==> src/rtl/pc_ctrl_pkg.sv <==
// Shared types for the fetch PC sequencer: FSM states, redirect sources, flush vector.
package pc_ctrl_pkg;

  localparam int unsigned INST_ADDR_BUS = 32;
  localparam logic [INST_ADDR_BUS-1:0] CPU_RESET_ADDR = '0;

  typedef enum logic [1:0] {ST_RUN, ST_STALL, ST_TRAP} pc_ctrl_state_e;

  // Numeric encoding doubles as priority: higher value wins.
  typedef enum logic [1:0] {
    SRC_NONE = 2'd0,
    SRC_JMP  = 2'd1,
    SRC_BR   = 2'd2,
    SRC_TRAP = 2'd3
  } redir_src_e;

  typedef struct packed {
    logic f_if;
    logic f_id;
    logic f_ex;
  } flush_t;

  function automatic flush_t flush_for(input redir_src_e src);
    flush_t f;
    f = '0;
    case (src)
      SRC_TRAP: begin f.f_if = 1'b1; f.f_id = 1'b1; f.f_ex = 1'b1; end
      SRC_BR:   begin f.f_if = 1'b1; f.f_id = 1'b1; end
      SRC_JMP:  f.f_if = 1'b1;
      default:  f = '0;
    endcase
    return f;
  endfunction

endpackage

==> src/rtl/pc_redirect_arb.sv <==
// Combinational 3-way priority pick (trap > br > jmp) yielding source, target and flushes.
module pc_redirect_arb
  import pc_ctrl_pkg::*;
#(
  parameter int unsigned ADDR_W = INST_ADDR_BUS
) (
  input  logic              trap_req,
  input  logic [ADDR_W-1:0] trap_target,
  input  logic              br_req,
  input  logic [ADDR_W-1:0] br_target,
  input  logic              jmp_req,
  input  logic [ADDR_W-1:0] jmp_target,
  output redir_src_e        src_c,
  output logic [ADDR_W-1:0] target_c,
  output flush_t            flush_c
);

  always_comb begin
    src_c    = SRC_NONE;
    target_c = '0;
    if (trap_req) begin
      src_c    = SRC_TRAP;
      target_c = trap_target;
    end else if (br_req) begin
      src_c    = SRC_BR;
      target_c = br_target;
    end else if (jmp_req) begin
      src_c    = SRC_JMP;
      target_c = jmp_target;
    end
    flush_c = flush_for(src_c);
  end

endmodule

==> src/rtl/pc_ctrl.sv <==
// Fetch PC sequencer: arbitrates redirects vs. stalls and drives hold/load-PC and flushes.
// Optional perf counters are built when PC_CTRL_PERF_EN is defined.
module pc_ctrl
  import pc_ctrl_pkg::*;
#(
  parameter int unsigned ADDR_W  = INST_ADDR_BUS,
  parameter int unsigned CAUSE_W = 4
`ifdef PC_CTRL_PERF_EN
  ,
  parameter int unsigned PERF_W  = 32
`endif
) (
  input  logic               clk,
  input  logic               rst_n,
  input  logic [ADDR_W-1:0]  pc_i,
  input  logic               stall_req,
  input  logic               jmp_req,
  input  logic [ADDR_W-1:0]  jmp_target,
  input  logic               br_req,
  input  logic [ADDR_W-1:0]  br_target,
  input  logic               trap_req,
  input  logic [CAUSE_W-1:0] trap_cause,
  input  logic [ADDR_W-1:0]  trap_epc,
  input  logic [ADDR_W-1:0]  mtvec,
  output logic               hold_o,
  output logic [ADDR_W-1:0]  pc_next_o,
  output logic               flush_if_o,
  output logic               flush_id_o,
  output logic               flush_ex_o,
  output logic               trap_ack_o,
  output logic [ADDR_W-1:0]  epc_o,
  output logic [CAUSE_W-1:0] cause_o
`ifdef PC_CTRL_PERF_EN
  ,
  output logic [PERF_W-1:0]  redirect_cnt_o,
  output logic [PERF_W-1:0]  stall_cnt_o
`endif
);

  pc_ctrl_state_e    state_q, state_d;
  redir_src_e        pend_src_q, pend_src_d;
  logic [ADDR_W-1:0] pend_tgt_q, pend_tgt_d;
  logic              cap;

  redir_src_e        live_src, merge_src;
  logic [ADDR_W-1:0] live_tgt, merge_tgt;
  flush_t            live_flush, merge_flush;
  logic              latch_ok;

  pc_redirect_arb #(.ADDR_W(ADDR_W)) u_live_arb (
    .trap_req    (trap_req),
    .trap_target (mtvec),
    .br_req      (br_req),
    .br_target   (br_target),
    .jmp_req     (jmp_req),
    .jmp_target  (jmp_target),
    .src_c       (live_src),
    .target_c    (live_tgt),
    .flush_c     (live_flush)
  );

  // Pending redirect vs. this cycle's winner; at equal class the live target is newer.
  pc_redirect_arb #(.ADDR_W(ADDR_W)) u_merge_arb (
    .trap_req    ((live_src == SRC_TRAP) || (pend_src_q == SRC_TRAP)),
    .trap_target ((live_src == SRC_TRAP) ? live_tgt : pend_tgt_q),
    .br_req      ((live_src == SRC_BR) || (pend_src_q == SRC_BR)),
    .br_target   ((live_src == SRC_BR) ? live_tgt : pend_tgt_q),
    .jmp_req     ((live_src == SRC_JMP) || (pend_src_q == SRC_JMP)),
    .jmp_target  ((live_src == SRC_JMP) ? live_tgt : pend_tgt_q),
    .src_c       (merge_src),
    .target_c    (merge_tgt),
    .flush_c     (merge_flush)
  );

  assign latch_ok = (live_src != SRC_NONE) && (live_src >= pend_src_q);

  always_comb begin
    state_d    = state_q;
    pend_src_d = pend_src_q;
    pend_tgt_d = pend_tgt_q;
    cap        = 1'b0;
    hold_o     = 1'b0;
    pc_next_o  = pc_i;
    flush_if_o = 1'b0;
    flush_id_o = 1'b0;
    flush_ex_o = 1'b0;
    trap_ack_o = 1'b0;
    case (state_q)
      ST_RUN: begin
        cap = (live_src == SRC_TRAP);
        if (stall_req) begin
          hold_o = 1'b1;
          if (latch_ok) begin
            pend_src_d = live_src;
            pend_tgt_d = live_tgt;
          end
          state_d = ST_STALL;
        end else if (live_src != SRC_NONE) begin
          hold_o     = 1'b1;
          pc_next_o  = live_tgt;
          flush_if_o = live_flush.f_if;
          flush_id_o = live_flush.f_id;
          flush_ex_o = live_flush.f_ex;
          if (live_src == SRC_TRAP) state_d = ST_TRAP;
        end
      end
      ST_STALL: begin
        cap = (live_src == SRC_TRAP);
        if (stall_req) begin
          hold_o = 1'b1;
          if (latch_ok) begin
            pend_src_d = live_src;
            pend_tgt_d = live_tgt;
          end
        end else begin
          pend_src_d = SRC_NONE;
          pend_tgt_d = '0;
          state_d    = (merge_src == SRC_TRAP) ? ST_TRAP : ST_RUN;
          if (merge_src != SRC_NONE) begin
            hold_o     = 1'b1;
            pc_next_o  = merge_tgt;
            flush_if_o = merge_flush.f_if;
            flush_id_o = merge_flush.f_id;
            flush_ex_o = merge_flush.f_ex;
          end
        end
      end
      ST_TRAP: begin
        // PC already holds mtvec; redirect inputs here come from squashed instructions.
        trap_ack_o = 1'b1;
        hold_o     = 1'b1;
        flush_id_o = 1'b1;
        flush_ex_o = 1'b1;
        state_d    = ST_RUN;
      end
      default: state_d = ST_RUN;
    endcase
    if (!rst_n) begin
      hold_o     = 1'b0;
      pc_next_o  = ADDR_W'(CPU_RESET_ADDR);
      flush_if_o = 1'b1;
      flush_id_o = 1'b1;
      flush_ex_o = 1'b1;
      trap_ack_o = 1'b0;
    end
  end

  always_ff @(posedge clk or negedge rst_n) begin
    if (!rst_n) begin
      state_q    <= ST_RUN;
      pend_src_q <= SRC_NONE;
      pend_tgt_q <= '0;
      epc_o      <= '0;
      cause_o    <= '0;
    end else begin
      state_q    <= state_d;
      pend_src_q <= pend_src_d;
      pend_tgt_q <= pend_tgt_d;
      if (cap) begin
        epc_o   <= trap_epc;
        cause_o <= trap_cause;
      end
    end
  end

`ifdef PC_CTRL_PERF_EN
  // Every applied redirect flushes IF; the TRAP cycle does not, so this counts redirects only.
  always_ff @(posedge clk or negedge rst_n) begin
    if (!rst_n) begin
      redirect_cnt_o <= '0;
      stall_cnt_o    <= '0;
    end else begin
      if (flush_if_o) redirect_cnt_o <= redirect_cnt_o + PERF_W'(1);
      if (stall_req)  stall_cnt_o    <= stall_cnt_o + PERF_W'(1);
    end
  end
`endif

endmodule
==> config.mk <==
export PLATFORM = sky130hd
export DESIGN_NAME = pc_ctrl
export DESIGN_NICKNAME = d
export VERILOG_FILES = /design/src/rtl/pc_ctrl_pkg.sv /design/src/rtl/pc_redirect_arb.sv /design/src/rtl/pc_ctrl.sv
export SDC_FILE = /design/constraint.sdc
export NUM_CORES = 1
export LEC_CHECK = 0
export BUFFER_PORTS_ARGS = -buffer_cell sky130_fd_sc_hd__buf_2
export CELL_PAD_IN_SITES_DETAIL_PLACEMENT = 0
export CELL_PAD_IN_SITES_GLOBAL_PLACEMENT = 2
export CORE_ASPECT_RATIO = 0.9
export CORE_MARGIN = 3
export CORE_UTILIZATION = 30
export CTS_BUF_LIST = sky130_fd_sc_hd__clkbuf_2
export DETAILED_ROUTE_END_ITERATION = 12
export GPL_ROUTABILITY_DRIVEN = 1
export GPL_TIMING_DRIVEN = 1
export PLACE_DENSITY_LB_ADDON = 0.1
export SETUP_SLACK_MARGIN = 0.15
export SYNTH_ARGS = -nofsm -noshare
export SYNTH_HDL_FRONTEND = slang
export SYNTH_SLANG_ARGS = --single-unit
==> constraint.sdc <==
create_clock -name clk -period 5.4 [get_ports clk]
set_clock_uncertainty 0.1 [all_clocks]
set_input_delay 0.81 -clock clk [delete_from_list [all_inputs] [get_ports clk]]
set_output_delay 0.81 -clock clk [all_outputs]
set_load 0.02 [all_outputs]
### Word level (Yosys, flattened, before mapping)

Index checks and enable logic that the tools add are counted.

| word-level totals | value |
|---|---|
| logic and storage cells | 104 |
| output and inout port bits | 73 |
| bits of input ports | 170 |
| register bits after elaboration | 72 |

| cells by class | value |
|---|---|
| magnitude comparators | 1 |
| reductions and logical operators | 15 |
| mux-type cells | 68 |
| equality and inequality tests | 15 |

Operators by type and width:

| cell | number |
|---|---|
| $mux W32 | 17 |
| $pmux W32 S2 | 2 |
| $mux W1 | 31 |
| $mux W2 | 12 |
| $eq A2 B2 Y1 const B | 7 |
| $pmux W1 S3 | 3 |
| $eq A2 B1 Y1 const B | 4 |
| $pmux W2 S2 | 2 |
| $ne A3 B3 Y1 const B | 2 |
| $reduce_bool A2 Y1 | 3 |
| $reduce_or A2 Y1 | 3 |
| $reduce_or A3 Y1 | 2 |
| $ne A2 B2 Y1 const B | 2 |
| $logic_or A1 B1 Y1 | 3 |
| $reduce_and A3 Y1 | 1 |
| $ge A2 B2 Y1 | 1 |
| $logic_not A2 Y1 | 1 |
| $pmux W1 S2 | 1 |
| $reduce_and A2 Y1 | 1 |
| $logic_and A1 B1 Y1 | 1 |

### Depth between registers and ports, before layout

| depth | value |
|---|---|
| depth in word-level cells | 15 |
| mapped depth | 13 |
| depth with buffers taken out | 8 |

### Hierarchy

From an unflattened synthesis, not the netlist that was laid out.

| unflattened totals | value |
|---|---|
| cells, all modules | 880 |
| area, all modules | 7726.2 sq um |

By module, submodules not included:

| module | cells each | sequential area each (sq um) | times used | area an instance (sq um) |
|---|---|---|---|---|
| pc_ctrl | 576 | 1801.7 | 1 | 5298.8 |
| pc_redirect_arb | 152 | 0.0 | 2 | 1213.7 |

### Worst setup path after synthesis

No wires, ideal clock.

| timing path | value |
|---|---|
| path kind | input to output |
| from | input port trap_req |
| to | output port pc_next_o[11] |
| stages | 7 |
| buffers on the path | 3 |
| data required time | 4.490 ns |
| slack | 1.849 ns |
| arrival time | 2.641 ns |
| path through | buf_4 -> nor3_1 -> a21o_2 -> clkbuf_8 -> clkbuf_8 -> o211ai_1 -> a221oi_1 |

| on the way | value |
|---|---|
| cells in the longest elaborated chain, start to end | 11 |
| elaborated cells on any way between the ends | 25 |
| those cells by class | eq/ne (3); mux (17); reduce/logical (5) |

Ends and longest elaborated chain:

| what | line | RTL |
|---|---|---|
| from (decl) | pc_ctrl.sv:21 | `input logic trap_req,` |
| $mux W2 | pc_redirect_arb.sv:21 | `if (trap_req) begin` |
| $eq A2 B1 Y1 | pc_ctrl.sv:68, pc_ctrl.sv:69 |  |
| $logic_or A1 B1 Y1 | pc_ctrl.sv:68 | `.jmp_req ((live_src == SRC_JMP) \|\| (pend_src_q == SRC_JMP)),` |
| $mux W1 | pc_redirect_arb.sv:27 | `end else if (jmp_req) begin` |
| $mux W2 | pc_redirect_arb.sv:24 | `end else if (br_req) begin` |
| $mux W2 | pc_redirect_arb.sv:21 |  |
| $reduce_bool A2 Y1 | pc_ctrl.sv:119 | `if (merge_src != SRC_NONE) begin` |
| $mux W32 | pc_ctrl.sv:119 |  |
| $mux W32 | pc_ctrl.sv:109 | `if (stall_req) begin` |
| $pmux W32 S2 (*) | pc_ctrl.sv:88 | `case (state_q)` |
| $mux W32 (*) | pc_ctrl.sv:138 | `if (!rst_n) begin` |
| to (decl) | pc_ctrl.sv:26 | `output logic [ADDR_W-1:0] pc_next_o,` |

Mark *: on every way between the ends. The rest lies on a longest branch, timed or not.

### Final worst setup path

| timing path | value |
|---|---|
| from | register pend_src_q[1] |
| to | output port pc_next_o[23] |

| on the way | value |
|---|---|
| cells in the longest elaborated chain, start to end | 10 |
| elaborated cells on any way between the ends | 17 |
| those cells by class | eq/ne (3); mux (10); reduce/logical (4) |

Ends and longest elaborated chain:

| what | line | RTL |
|---|---|---|
| from (decl) | pc_ctrl.sv:41 | `redir_src_e pend_src_q, pend_src_d;` |
| from (signal assigned) | pc_ctrl.sv:157 | `pend_src_q <= pend_src_d;` |
| $eq A2 B1 Y1 | pc_ctrl.sv:68 |  |
| $logic_or A1 B1 Y1 | pc_ctrl.sv:68 |  |
| $mux W1 | pc_redirect_arb.sv:27 |  |
| $mux W2 | pc_redirect_arb.sv:24 |  |
| $mux W2 | pc_redirect_arb.sv:21 |  |
| $reduce_bool A2 Y1 | pc_ctrl.sv:119 |  |
| $mux W32 (*) | pc_ctrl.sv:119 |  |
| $mux W32 (*) | pc_ctrl.sv:109 |  |
| $pmux W32 S2 (*) | pc_ctrl.sv:88 |  |
| $mux W32 (*) | pc_ctrl.sv:138 |  |

Marks and branches as above.

==> impl_summary.txt <==
----------------------------------------------------
[Timing]
  Worst-margin pin slew ... 1.395 ns
  Ratio of final minimum period to clock period ... 0.9022
  Total negative setup slack ... 0 ns
  Hold WS ... 0.3100 ns
  RSZ-0062 raised after global routing ... no
  Final hold vios ... 0
  Final setup violating endpoints ... 0
  Max-slew violations ... 0
  Fin crit period ... 4.872 ns
  Slew headroom ... 0.06894
  FMAX ... 205.3 MHz

[Synth]
  Post-synth EDFFs ... 0
  Top cell type's share of synthesized area ... 0.3120
  Combinational family with the most area after synthesis ... compound AO/OA/AOI/OAI gates
  Largest area contributor in the netlist ... sky130_fd_sc_hd__dfrtp_1
  Synthesized instance count ... 672
  Top cells by area, synth ... sky130_fd_sc_hd__dfrtp_1 31%, sky130_fd_sc_hd__mux2_2 8.2%, sky130_fd_sc_hd__a21oi_1 6.3%
  Post-synthesis compound-gate area fraction ... 0.3768
  Syn_nets ... 844
  Count of unique library cells instantiated by Yosys ... 46
  Area share of xor/xnor cells in the synthesized design ... 0
  Share of synthesized area spent on multiplexers ... 0.1287
  Synth warnings ... 0
  Top FF cell, synth ... sky130_fd_sc_hd__dfrtp_1
  Avg Cell Area, Syn ... 8.593 um^2
  Flop and latch count out of synthesis ... 72
  Synth Area in Adders ... 0.004334
  Post-synthesis sequential area ratio ... 0.3120
  Syn Std Cell Area ... 5774 um^2
  Simple-gate area share of the yosys netlist ... 0.1025
  Share of async-settable or async-resettable flops after synthesis ... 1.000

[CTS]
  CTS tree ... built
  Clock-pin slew of the registers on the worst-case setup and hold paths ... 0.26 ns
  Clock Sink Count ... 72
  Clk_lat worst skew ... 0.60 ns
  Maximum clock insertion buffer count ... 2
  H-tree depth ... 3
  Number of setup buffers added after CTS ... 0
  TritonCTS Buffers ... 9
  CTS root buffer ... sky130_fd_sc_hd__clkbuf_2
  Hold buffers post-CTS ... 1
  Resize count post-CTS ... 0

[Floorplanning]
  Chip height ... 137.6 um
  Width of the chip ... 152.2 um
  Initial Util ... 0.3098
  Die outline area ... 20950 um^2
  Core Footprint ... 18640 um^2
  IO Pins ... 243
  Number of placement rows ... 47

[Placement]
  Weighted congestion at the end of routability-driven global placement ... 0.8470
  Port-buffer cells ... 242
  Sum of net half-perimeters after detailed placement ... 16720 um

[Worst hold path]
  Worst hold path cell count ... 2
  Path type of the worst min-delay path ... in -> reg
  Sink of the worst hold path ... epc_o[12]
  Hold Path Origin ... trap_epc[12]

[Global route]
  Wire length of the first global-routing pass ... 38880 um
  Largest net degree at the start of global routing ... 49
  Antenna violations before repair ... 4
  Number of global-route vias before repair ... 6874
  GR Overflow Total ... 0
  Tot GR Track Use ... 0.2338

[Finish]
  Leading cell types in the layout, fill and taps excluded ... 241 x sky130_fd_sc_hd__buf_2, 72 x sky130_fd_sc_hd__a21oi_1, 72 x sky130_fd_sc_hd__dfrtp_1, 45 x sky130_fd_sc_hd__o21ai_0, 42 x sky130_fd_sc_hd__mux2_2
  Leading cell type in the layout, fill and taps excluded ... sky130_fd_sc_hd__buf_2
  Post-layout util ... 0.3937
  Layout-stage area growth over the synthesis result ... 27.11%
  Sequential standard cell area ... 1802 um^2
  Net count of the finished layout ... 1049
  Area taken by multi-input logic gates ... 3586 um^2
  Fraction of final layout cells with drive strength greater than 1 ... 0.3821
  Layout filler cell count ... 1898

[Worst setup path]
  Worst reg2reg path startpoint ... pend_src_q[1]
  Crit path capture type ... output port
  WP data arrival ... 3.96 ns
  Top fanout value on the critical path ... 21
  Worst Setup Path Type ... reg -> out
  Cell count of the worst reg-to-reg path ... 5
  R2r endpoint ... pend_tgt_q[27]
  Element type at the critical path start ... flip-flop
  Worst-case register-to-register setup slack ... 2.18 ns
  Required arrival time at the worst endpoint ... 4.49 ns

[Detailed routing]
  Via Count ... 6615
  Pre-Repair DR Iteration Count ... 8
  Number of DRC violations after detailed routing ... 0
  Starting DRC count in detailed routing ... 514
  ANT nets after route ... 0
  Ratio of routed vias to standard cells ... 5.859
  Average routed wire per standard cell ... 22.42 um
  Final Routed Wirelength ... 25310 um

[Power]
  VDD IR max ... 0.1591 mV
  Power, Total ... 2470 uW
  Pleak ... 0.003228 uW
  Total power per unit cell area ... 336.5 nW/um^2

[Run status]
  Outcome ... finished, final reports clean

[Run]
  Max-Cap Viols ... 0

----------------------------------------------------
[metrics by stage]
| step | std cells | setup slack (ns) | instance area, um^2 |
|---|---|---|---|
| after global routing | 1129 | 0.2637 | 7340 |
| final | 1129 | 0.5282 | 7340 |
| after CTS | 1127 | 0.4630 | 7335 |
| after floorplan | 672 | 1.849 | 5774 |
| after detailed placement | 1110 | 0.6763 | 7171 |
| after global placement | 1110 | 0.7096 | 7171 |
[registers in the layout (all words and copies together), names as in the netlist]
| register | cells |
|---|---|
| cause_o | 4 |
| epc_o | 32 |
| pend_src_q | 2 |
| pend_tgt_q | 32 |
| state_q | 2 |
[cell usage after synthesis (2+ instances only)]
cell and number:
sky130_fd_sc_hd__o311ai_0 13, sky130_fd_sc_hd__o211ai_1 24, sky130_fd_sc_hd__nor2_1 30, sky130_fd_sc_hd__clkbuf_1 47, sky130_fd_sc_hd__o22ai_1 28, sky130_fd_sc_hd__clkbuf_8 2
sky130_fd_sc_hd__nand2b_1 6, sky130_fd_sc_hd__a221oi_2 2, sky130_fd_sc_hd__o21ai_0 45, sky130_fd_sc_hd__a21boi_0 4, sky130_fd_sc_hd__or4_1 2, sky130_fd_sc_hd__a22oi_1 10
sky130_fd_sc_hd__o311ai_1 18, sky130_fd_sc_hd__mux2_2 42, sky130_fd_sc_hd__nor3_1 5, sky130_fd_sc_hd__a22o_1 33, sky130_fd_sc_hd__a221oi_1 39, sky130_fd_sc_hd__a2bb2oi_1 8
sky130_fd_sc_hd__nor2b_1 28, sky130_fd_sc_hd__o31ai_1 7, sky130_fd_sc_hd__mux2i_1 27, sky130_fd_sc_hd__buf_4 2, sky130_fd_sc_hd__a21oi_1 73, sky130_fd_sc_hd__a31oi_1 2
sky130_fd_sc_hd__nand2_1 38, sky130_fd_sc_hd__buf_2 14, sky130_fd_sc_hd__buf_6 3, sky130_fd_sc_hd__nand3b_1 3, sky130_fd_sc_hd__dfrtp_1 72, sky130_fd_sc_hd__inv_1 27
sky130_fd_sc_hd__ha_1 2, sky130_fd_sc_hd__or2b_1 2
[power by group]
group	switching, uW	total (uW)	internal (uW)	leakage (uW)
sequential	167	858	691	0.000878
combinational	725	1200	472	0.00226
clock	250	415	165	0.0000914
[cells by family after synthesis]
kind of cell             Yosys count
AO/OA/AOI/OAI                    312
adder cells (fa/ha/maj)            2
buffers and inverters             98
flip-flops                        72
multiplexers                      69
AND/OR/NAND/NOR                  119
[cell type report]
class,instances,share of cell area
multi-input combinational,502,0.4886
sequential,72,0.2455
timing repair buffer,264,0.1882
tap,245,0.04177
clock inverter,7,0.01483
inverter,28,0.01432
clock buffer,9,0.006137
antenna,2,0.0006819
[worst max-delay path, stage by stage (launching register included)]
cell                      delay (ns)
sky130_fd_sc_hd__dfrtp_1        0.92
sky130_fd_sc_hd__nor2_1         0.11
sky130_fd_sc_hd__a21o_2         0.23
sky130_fd_sc_hd__nor2_2         1.06
sky130_fd_sc_hd__nand2_1        0.46
sky130_fd_sc_hd__o31ai_1        0.36
sky130_fd_sc_hd__buf_2          0.21
[worst max-delay path by stage]
stage                  start            end  depth (start not counted)
2_1_floorplan       trap_req  pc_next_o[11]                          7
3_3_place_gp        trap_req  pc_next_o[16]                          7
3_5_place_dp        trap_req  pc_next_o[23]                          7
4_1_cts        pend_src_q[1]  pc_next_o[23]                          6
5_1_grt        pend_src_q[1]  pc_next_o[23]                          6
6_report       pend_src_q[1]  pc_next_o[23]                          6
[metal layers]
metal	GRT usage	wire length [um]	vias to the layer above
li1	-	-	3025
met1	0.2997	10780	3223
met2	0.3885	11910	326
met5	0	15	-
met3	0.06784	2265	37
met4	0.06340	340	4
No activity file was read; power rests on OpenSTA's default activity.
